File: config.mk
export PLATFORM = sky130hd
export DESIGN_NAME = heartbeat_ctrl
export DESIGN_NICKNAME = d
export VERILOG_FILES = /design/src/rtl/heartbeat_ctrl.sv
export SDC_FILE = /design/constraint.sdc
export NUM_CORES = 1
export LEC_CHECK = 0
export BUFFER_PORTS_ARGS = -buffer_cell sky130_fd_sc_hd__buf_2
export CORE_MARGIN = 2
export CORE_UTILIZATION = 40
export CTS_CLUSTER_SIZE = 24
export DETAILED_ROUTE_END_ITERATION = 16
export GPL_TIMING_DRIVEN = 0
export SLEW_MARGIN = 20
export SYNTH_ARGS = -nofsm -noshare
export SYNTH_HDL_FRONTEND = slang
export SYNTH_SLANG_ARGS = --single-unit
File: constraint.sdc
create_clock -name clk -period 3.4 [get_ports clk]
set_clock_uncertainty 0.1 [all_clocks]
set_input_delay 0.68 -clock clk [delete_from_list [all_inputs] [get_ports clk]]
set_output_delay 0.68 -clock clk [all_outputs]
set_load 0.02 [all_outputs]
File: src/rtl/heartbeat_ctrl.sv
// Board control block: key sync/debounce, stretched downstream reset,
// programmable slow clock with tick strobe, and a four-mode LED driver.

module hb_debounce #(
  parameter int DB_CYCLES = 500_000
) (
  input  logic clk,
  input  logic rst,
  input  logic key_raw_i,
  output logic db_o,
  output logic press_o
);
  localparam int CW = $clog2(DB_CYCLES + 1);

  logic          sync1_q, sync2_q, db_q, db_d, dly_q, press_q;
  logic [CW-1:0] cnt_q, cnt_d;
  logic          synced;

  assign synced = ~sync2_q;

  // The update lands on the DB_CYCLES-th consecutive mismatch, which gives
  // DB_CYCLES+2 edges from raw change to db_o including the synchroniser.
  always_comb begin
    db_d  = db_q;
    cnt_d = cnt_q;
    if (synced == db_q) begin
      cnt_d = '0;
    end else if (cnt_q == CW'(DB_CYCLES - 1)) begin
      db_d  = synced;
      cnt_d = '0;
    end else begin
      cnt_d = cnt_q + 1'b1;
    end
  end

  always_ff @(posedge clk or negedge rst) begin
    if (!rst) begin
      sync1_q <= 1'b1;
      sync2_q <= 1'b1;
      db_q    <= 1'b0;
      dly_q   <= 1'b0;
      press_q <= 1'b0;
      cnt_q   <= '0;
    end else begin
      sync1_q <= key_raw_i;
      sync2_q <= sync1_q;
      db_q    <= db_d;
      cnt_q   <= cnt_d;
      dly_q   <= db_q;
      press_q <= db_q & ~dly_q;
    end
  end

  assign db_o    = db_q;
  assign press_o = press_q;
endmodule

module heartbeat_ctrl #(
  parameter int CLK_HZ    = 50_000_000,
  parameter int TICK_HZ   = 1,
  parameter int NUM_LEDS  = 10,
  parameter int NUM_KEYS  = 2,
  parameter int DB_CYCLES = 500_000,
  parameter int RST_HOLD  = 16
) (
  input  logic                clk,
  input  logic                rst,
  input  logic [NUM_KEYS-1:0] key,
  output logic [NUM_LEDS-1:0] ledr,
  output logic                clk_slow,
  output logic                tick,
  output logic                rst_out,
  output logic [1:0]          mode,
  output logic [NUM_KEYS-1:0] key_db,
  output logic [NUM_KEYS-1:0] key_press
);
  localparam int HALF   = CLK_HZ / (2 * TICK_HZ);
  localparam int DIV_W  = $clog2(HALF);
  localparam int HOLD_W = $clog2(RST_HOLD + 1);

  logic [DIV_W-1:0]    div_q, div_d;
  logic                clk_slow_q, clk_slow_d, tick_q, tick_d;
  logic [HOLD_W-1:0]   hold_q, hold_d;
  logic                rst_out_q, rst_out_d;
  logic [1:0]          mode_q, mode_d;
  logic [NUM_LEDS-1:0] chase_q, chase_d, ledr_q, ledr_d;
  logic                div_wrap;

  hb_debounce #(.DB_CYCLES(DB_CYCLES)) u_db [NUM_KEYS-1:0] (
    .clk       (clk),
    .rst       (rst),
    .key_raw_i (key),
    .db_o      (key_db),
    .press_o   (key_press)
  );

  always_comb begin
    div_wrap   = (div_q == DIV_W'(HALF - 1));
    div_d      = div_wrap ? '0 : div_q + 1'b1;
    clk_slow_d = clk_slow_q ^ div_wrap;
    tick_d     = div_wrap;

    hold_d    = key_press[0] ? HOLD_W'(RST_HOLD)
              : (hold_q != '0) ? hold_q - 1'b1 : '0;
    rst_out_d = (hold_d != '0);

    // Soft reset takes priority over a same-cycle mode step.
    mode_d = mode_q;
    if (key_press[1]) mode_d = mode_q + 2'd1;
    if (key_press[0]) mode_d = 2'd0;

    // Chase advances on the same edge clk_slow toggles.
    chase_d = chase_q;
    if (div_wrap && mode_q == 2'd2) chase_d = {chase_q[NUM_LEDS-2:0], chase_q[NUM_LEDS-1]};
    if (key_press[0]) chase_d = NUM_LEDS'(1);

    ledr_d = '0;
    case (mode_q)
      2'd0: for (int i = 0; i < NUM_LEDS; i++) ledr_d[i] = i[0] ? ~clk_slow_q : clk_slow_q;
      2'd1: ledr_d = {NUM_LEDS{clk_slow_q}};
      2'd2: ledr_d = chase_q;
      default: begin
        ledr_d[NUM_KEYS-1:0] = key_db;
        ledr_d[NUM_LEDS-1]   = clk_slow_q;
      end
    endcase
  end

  always_ff @(posedge clk or negedge rst) begin
    if (!rst) begin
      div_q      <= '0;
      clk_slow_q <= 1'b0;
      tick_q     <= 1'b0;
      hold_q     <= HOLD_W'(RST_HOLD);
      rst_out_q  <= 1'b1;
      mode_q     <= 2'd0;
      chase_q    <= NUM_LEDS'(1);
      ledr_q     <= '0;
    end else begin
      div_q      <= div_d;
      clk_slow_q <= clk_slow_d;
      tick_q     <= tick_d;
      hold_q     <= hold_d;
      rst_out_q  <= rst_out_d;
      mode_q     <= mode_d;
      chase_q    <= chase_d;
      ledr_q     <= ledr_d;
    end
  end

  assign ledr     = ledr_q;
  assign clk_slow = clk_slow_q;
  assign tick     = tick_q;
  assign rst_out  = rst_out_q;
  assign mode     = mode_q;
endmodule
==> results.cfg, run 1 <==
[global_routing]
antenna_found_initial = 0
grt_pass1_vias = 3464
grtUsageTotal_pct = 15.88
grt_max_degree = 65
grt_remaining_overflow = 0
grt_pass1_wl_mm = 16.48

[cells_and_area]
layout-drive-gt1-share_pct = 13.48
layout_commonest_cell = dfrtp_1
fillers = 1125
synthToLayoutAreaGrowth_pct = 14.82
num_antenna_cells = 0
final_area_sq_mm = 0.005593
num-nets-final = 519
final_cell_mix = dfrtp_1 (96), nor2_1 (45), nand2_1 (37)

[die]
fp.dieW_um = 114.4
die_h_um = 114.4
ioPinCount = 23
rows = 40
start_util_pct = 40.72
core-area_sq_mm = 0.01196
die_area_sq_mm = 0.01308

[routing]
wire_per_inst_um = 14.41
firstDrtPassIters = 4
num_vias = 3551
wl_mm = 9.498
drc_errors = 0
avgViaCountPerCell = 5.388
drtIter0Drc = 196
antenna_left = 0

[timing]
final-max-slew-violation-count = 0
period_share_pct = 71.48
worstMarginPinSlew_ns = 0.8469
setup_tns_ns = 0
hold_viol = 0
setup_violations = 0
fmax_mhz = 411.5
post-route-min-period_ns = 2.430
rsz0062_at_grt = false
relSlewSlack_pct = 43.39

[critical_path]
crit_arrival_ns = 2.55
crit_chain = or4b_4 > or3_1 > buf_6 > nor4_4 > buf_6 > a21oi_1
crit_fanout = 10
crit_family = simple AND/OR/NAND/NOR gates
end_kind = register
worst-path-buf-inv = 2
cp-start-kind = register
slowest_stage = or4b_4
crit_type = register to register
slowest_delay_ns = 0.56
cpMostUsedCell = buf_6
crit_required_ns = 3.52

[clocking]
post_cts_buffers = 0
cts.sinks = 103
cts.clk_slew.worst_paths_ns = 0.06
cts_made_buffers = 9
clockBufferDepth = 2
ctsHoldBuffers = 0
tritoncts = yes
clock_latency_ns = 0.35
cts_max_level = 3
ctsResizeCount = 0
root_buffer = clkbuf_16

[yosys]
ys_seq_area_share_pct = 53.10
yosys_warnings = 0
netlist_area_sq_mm = 0.004871
ys_ff_latch = 103
ys_types = 48
syn-num-nets = 485
syn_inst = 473
synth_area_per_cell_sq_um = 10.30

[place]
portBuffers = 22
gp_congestion = 0.8086
dp_hpwl_mm = 6.579
placed_area_sq_mm = 0.005199

[power]
powerDensity_mw_per_mm2 = 467.2
p_leak_uw = 0.002356
ir_drop_mv = 0.4318

[hold_path]
min_path_type = input port to asynchronous set/reset pin

[run]
maxCapViolCount = 0

[outcome]
status = finished clean
-- registers in the layout, summed over array words and instances (netlist names) --
register / cells
u_db.sync2_q: 2
u_db.cnt_q: 38
u_db.dly_q: 2
chase_q: 10
u_db.press_o: 2
u_db.sync1_q: 2
u_db.db_o: 2
div_q: 25
hold_q: 5
clk_slow: 1
mode: 2
rst_out: 1
tick: 1
ledr: 10
-- synthesized netlist by cell type (all sizes together) --
cell     instances  area (sq um)
dfrtp           96          2402
nor2            45         168.9
nand2           37         138.9
a21oi           34         170.2
nand4           26         162.7
xor2            24         210.2
nand3           23         115.1
xnor2           19         166.4
o31ai           16         120.1
o21ai           15         90.09
or3             15         93.84
clkbuf          13         48.80
inv             11         41.29
and4             9         78.83
buf              9         70.07
ha               8         100.1
and2             7         43.79
dfstp            7         183.9
nor3             7         40.04
nor4             7         58.81
or4              7         56.30
and3             4         25.02
nor2b            4         25.02
o21bai           4         30.03
a31oi            3         18.77
nand4b           3         26.28
or2              3         18.77
or4b             3         33.78
a21o             2         15.01
nor4b            2         23.77
o41ai            2         17.52
a221o            1         10.01
a41oi            1         8.760
mux2             1         11.26
mux2i            1         10.01
nand4bb          1         11.26
o211ai           1         7.510
o311ai           1         8.760
or3b             1         8.760
-- cell families (layout without fill, tap and decap cells) --
kind of cell    after synthesis  count (layout)  share of synthesized area, %
simple gates                204             204                         23.20
fa+ha+maj                     8               8                         2.055
buf+inv                      33              72                         3.288
flops                       103             103                         53.10
xor+xnor                     43              43                         7.732
mux                           2               2                        0.4367
compound gates               80              80                         10.20
-- worst reg2reg max path, delay by kind of cell (launching register included) --
kind	cells	cell delay [ns]
AOI/OAI and AO/OA	1	0.05
buffers and inverters	2	0.36
DFF	1	0.42
and+or+nand+nor	3	1.37
-- layout make-up --
class	instances	area [sq um]	share of cell area, %
Sequential cell	103	2586	46.24
Clock inverter	6	155.1	2.774
Tap cell	147	183.9	3.289
Multi-Input combinational cell	337	2125	37.99
Inverter	11	41.29	0.7383
Clock buffer	10	239.0	4.273
Timing Repair Buffer	23	143.9	2.573
Buffer	22	118.9	2.125
-- power breakdown --
group / switching, uW / leakage, uW / total [uW] / internal, uW
clock: 435 / 0.000193 / 1320 / 886
combinational: 36.3 / 0.000794 / 49.7 / 13.4
sequential: 7.36 / 0.00137 / 1240 / 1240
total: 478 / 0.00236 / 2610 / 2140
-- routing by layer --
metal	vias to the layer above	part of all wire (%)	global-route usage [%]	wire length [um]
met5	-	0	0	0
met4	0	0.99	4.472	94
met3	6	3.0	4.711	282
met2	46	50	25.99	4720
met1	1737	46	20.59	4401
li1	1762	-	-	-
-- per-stage QoR --
stage / hold slack (ns) / utilization [%] / setup slack, ns / std cells / total power (uW)
final: 0.1375 / 46.76 / 0.9697 / 659 / 2613
after global routing: 0.1576 / 46.76 / 0.8813 / 659 / 2710
after CTS: 0.1453 / 46.76 / 0.9425 / 659 / 2656
after detailed placement: 0.2475 / 43.46 / 0.9614 / 643 / 1318
after global placement: 0.2461 / 43.18 / 0.4287 / 642 / 1312
after floorplan: 0.2452 / - / 1.211 / 473 / 1281
-- final timing paths --
| kind | to | slack (ns) | cells past startpoint | startpoint |
|---|---|---|---|---|
| worst max-delay path | div_q[22] | 0.97 | 6 | div_q[15] |
| worst min-delay path | div_q[5] | 0.14 | 1 | rst |
| worst max register to register | div_q[22] | 0.97 | 6 | div_q[15] |
| worst min register to register | u_db[0].sync2_q | 0.26 | 0 | u_db[0].sync1_q |
| max in group asynchronous | u_db[0].sync1_q | 2.39 | 2 | rst |
| min in group clk | u_db[0].sync2_q | 0.26 | 0 | u_db[0].sync1_q |
No activity file was read; power rests on OpenSTA's default activity.
==> inputs of run 2 (changes only) <==
==> constraint.sdc (replaced) <==
create_clock -name clk -period 2.3 [get_ports clk]
set_clock_uncertainty 0.1 [all_clocks]
set_input_delay 0.46 -clock clk [delete_from_list [all_inputs] [get_ports clk]]
set_output_delay 0.46 -clock clk [all_outputs]
set_load 0.02 [all_outputs]
==> results.cfg, run 2 (same netlist as run 1, synthesis figures left out) <==
[critical_path]
end_kind = register
slowest_stage = or4_4
cp-start-kind = register
slowest_delay_ns = 0.59
crit_type = register to register
crit_arrival_ns = 2.37
crit_family = simple AND/OR/NAND/NOR gates
crit_chain = or4_1 > or4_4 > o21ai_4 > buf_4 > nor2_1
worst-path-buf-inv = 1
crit_required_ns = 2.43
crit_fanout = 10

[global_routing]
grt_max_degree = 65
antenna_found_initial = 0
grt_pass1_wl_mm = 16.62
grt_remaining_overflow = 0
grt_pass1_vias = 3478
grtUsageTotal_pct = 16.04

[routing]
drc_errors = 0
firstDrtPassIters = 4
wire_per_inst_um = 14.56
antenna_left = 0
drtIter0Drc = 221
num_vias = 3607
avgViaCountPerCell = 5.392
wl_mm = 9.740

[die]
core-area_sq_mm = 0.01196
die_h_um = 114.4
die_area_sq_mm = 0.01308
ioPinCount = 23
fp.dieW_um = 114.4
start_util_pct = 40.72
rows = 40

[power]
powerDensity_mw_per_mm2 = 677.9
combPwrFrac_pct = 2.1
pwr-share-clk_pct = 50.6
p_leak_uw = 0.002419
ir_drop_mv = 0.6392
p_int_uw = 3161
p_switching_uw = 716.2
switching_share_pct = 18.47
p_seq_share_pct = 47.4

[place]
gp_congestion = 0.8086
dp_hpwl_mm = 6.579
post-place-ws_ns = -0.1386
placed_area_sq_mm = 0.005199
portBuffers = 22

[clocking]
clock_latency_ns = 0.35
clockBufferDepth = 2
cts_made_buffers = 9
tritoncts = yes
cts.clk_slew.worst_paths_ns = 0.06
cts.sinks = 103
cts_max_level = 3
root_buffer = clkbuf_16

[timing]
worstMarginPinSlew_ns = 0.8874
hold_viol = 0
rsz0062_at_grt = true
fmax_mhz = 447.1
period_share_pct = 97.25
fin_ws_ns = 0.06332
final-max-slew-violation-count = 0
post-route-min-period_ns = 2.237
setup_violations = 0
relSlewSlack_pct = 40.68

[outcome]
status = finished clean

[cells_and_area]
num-nets-final = 529
top_regs = u_db.cnt_q x38, div_q x25
final_cell_mix = dfrtp_1 (96), nor2_1 (45), nand2_1 (37)
layout_commonest_cell = dfrtp_1
regArea_sq_mm = 0.002586
multi_input_area_sq_mm = 0.002165
layout-drive-gt1-share_pct = 16.86
num_antenna_cells = 0
final_area_sq_mm = 0.005719
synthToLayoutAreaGrowth_pct = 17.42
top_register = u_db.cnt_q
largest_reg_flops = 38
fillers = 1115

[run]
maxCapViolCount = 0

[hold_path]
min_path_type = input port to register
[run 2: timing repair]
item	4_1_cts	5_1_grt
resized for setup	3	12
pin swaps	2	3
buffers inserted	5	4
cloned	1	0
setup endpoints to repair	29	34
hold buffers	1	0
endpoints found under the hold margin	37	0
[run 2: layout make-up]
| class | instances | share of cell area, % |
|---|---|---|
| inverter | 11 | 0.7219 |
| sequential | 103 | 45.22 |
| timing repair buffer | 34 | 4.004 |
| clock buffer | 10 | 4.179 |
| tap | 147 | 3.216 |
| multi-input combinational | 337 | 37.85 |
| buffer | 21 | 2.100 |
| clock inverter | 6 | 2.713 |
[run 2: routing by layer]
metal  track usage [%]  part of all wire, %
met1             20.69                   46
met2             26.43                   50
met3             4.711                  2.9
met4             4.472                  1.0
met5                 0                    0
[run 2: path summary, 6_finish.rpt]
path	from	endpoint	slack (ns)	cells after the start
max reg2reg	u_db[1].cnt_q[11]	u_db[1].cnt_q[9]	0.06	5
max in group asynchronous	rst	u_db[0].sync2_q	0.93	3
min	key[0]	u_db[0].sync1_q	0.11	1
max	u_db[1].cnt_q[11]	u_db[1].cnt_q[9]	0.06	5
min in group asynchronous	rst	div_q[5]	0.49	2
min reg2reg	u_db[1].sync1_q	u_db[1].sync2_q	0.26	0
[run 2: power groups by stage]
stage / combinational (uW) / clock [uW] / sequential, uW
2_1_floorplan: 25.6 / 0 / 1870
3_3_place_gp: 69.8 / 0 / 1870
3_5_place_dp: 78.0 / 0 / 1870
4_1_cts: 81.9 / 2010 / 1840
5_1_grt: 93.7 / 2080 / 1840
6_report: 80.1 / 1960 / 1840
[run 2: per-stage QoR]
stage | setup TNS, ns | hold WS [ns] | std cells | power [uW] | util, %
finish | 0 | 0.1113 | 669 | 3877 | 47.81
global route | -0.04947 | 0.08968 | 669 | 4012 | 47.81
CTS | 0 | 0.09561 | 666 | 3929 | 47.25
detailed placement | -2.397 | 0.2475 | 643 | 1949 | 43.46
global placement | -44.36 | 0.2461 | 642 | 1940 | 43.18
floorplan | 0 | 0.06441 | 473 | 1894 | -
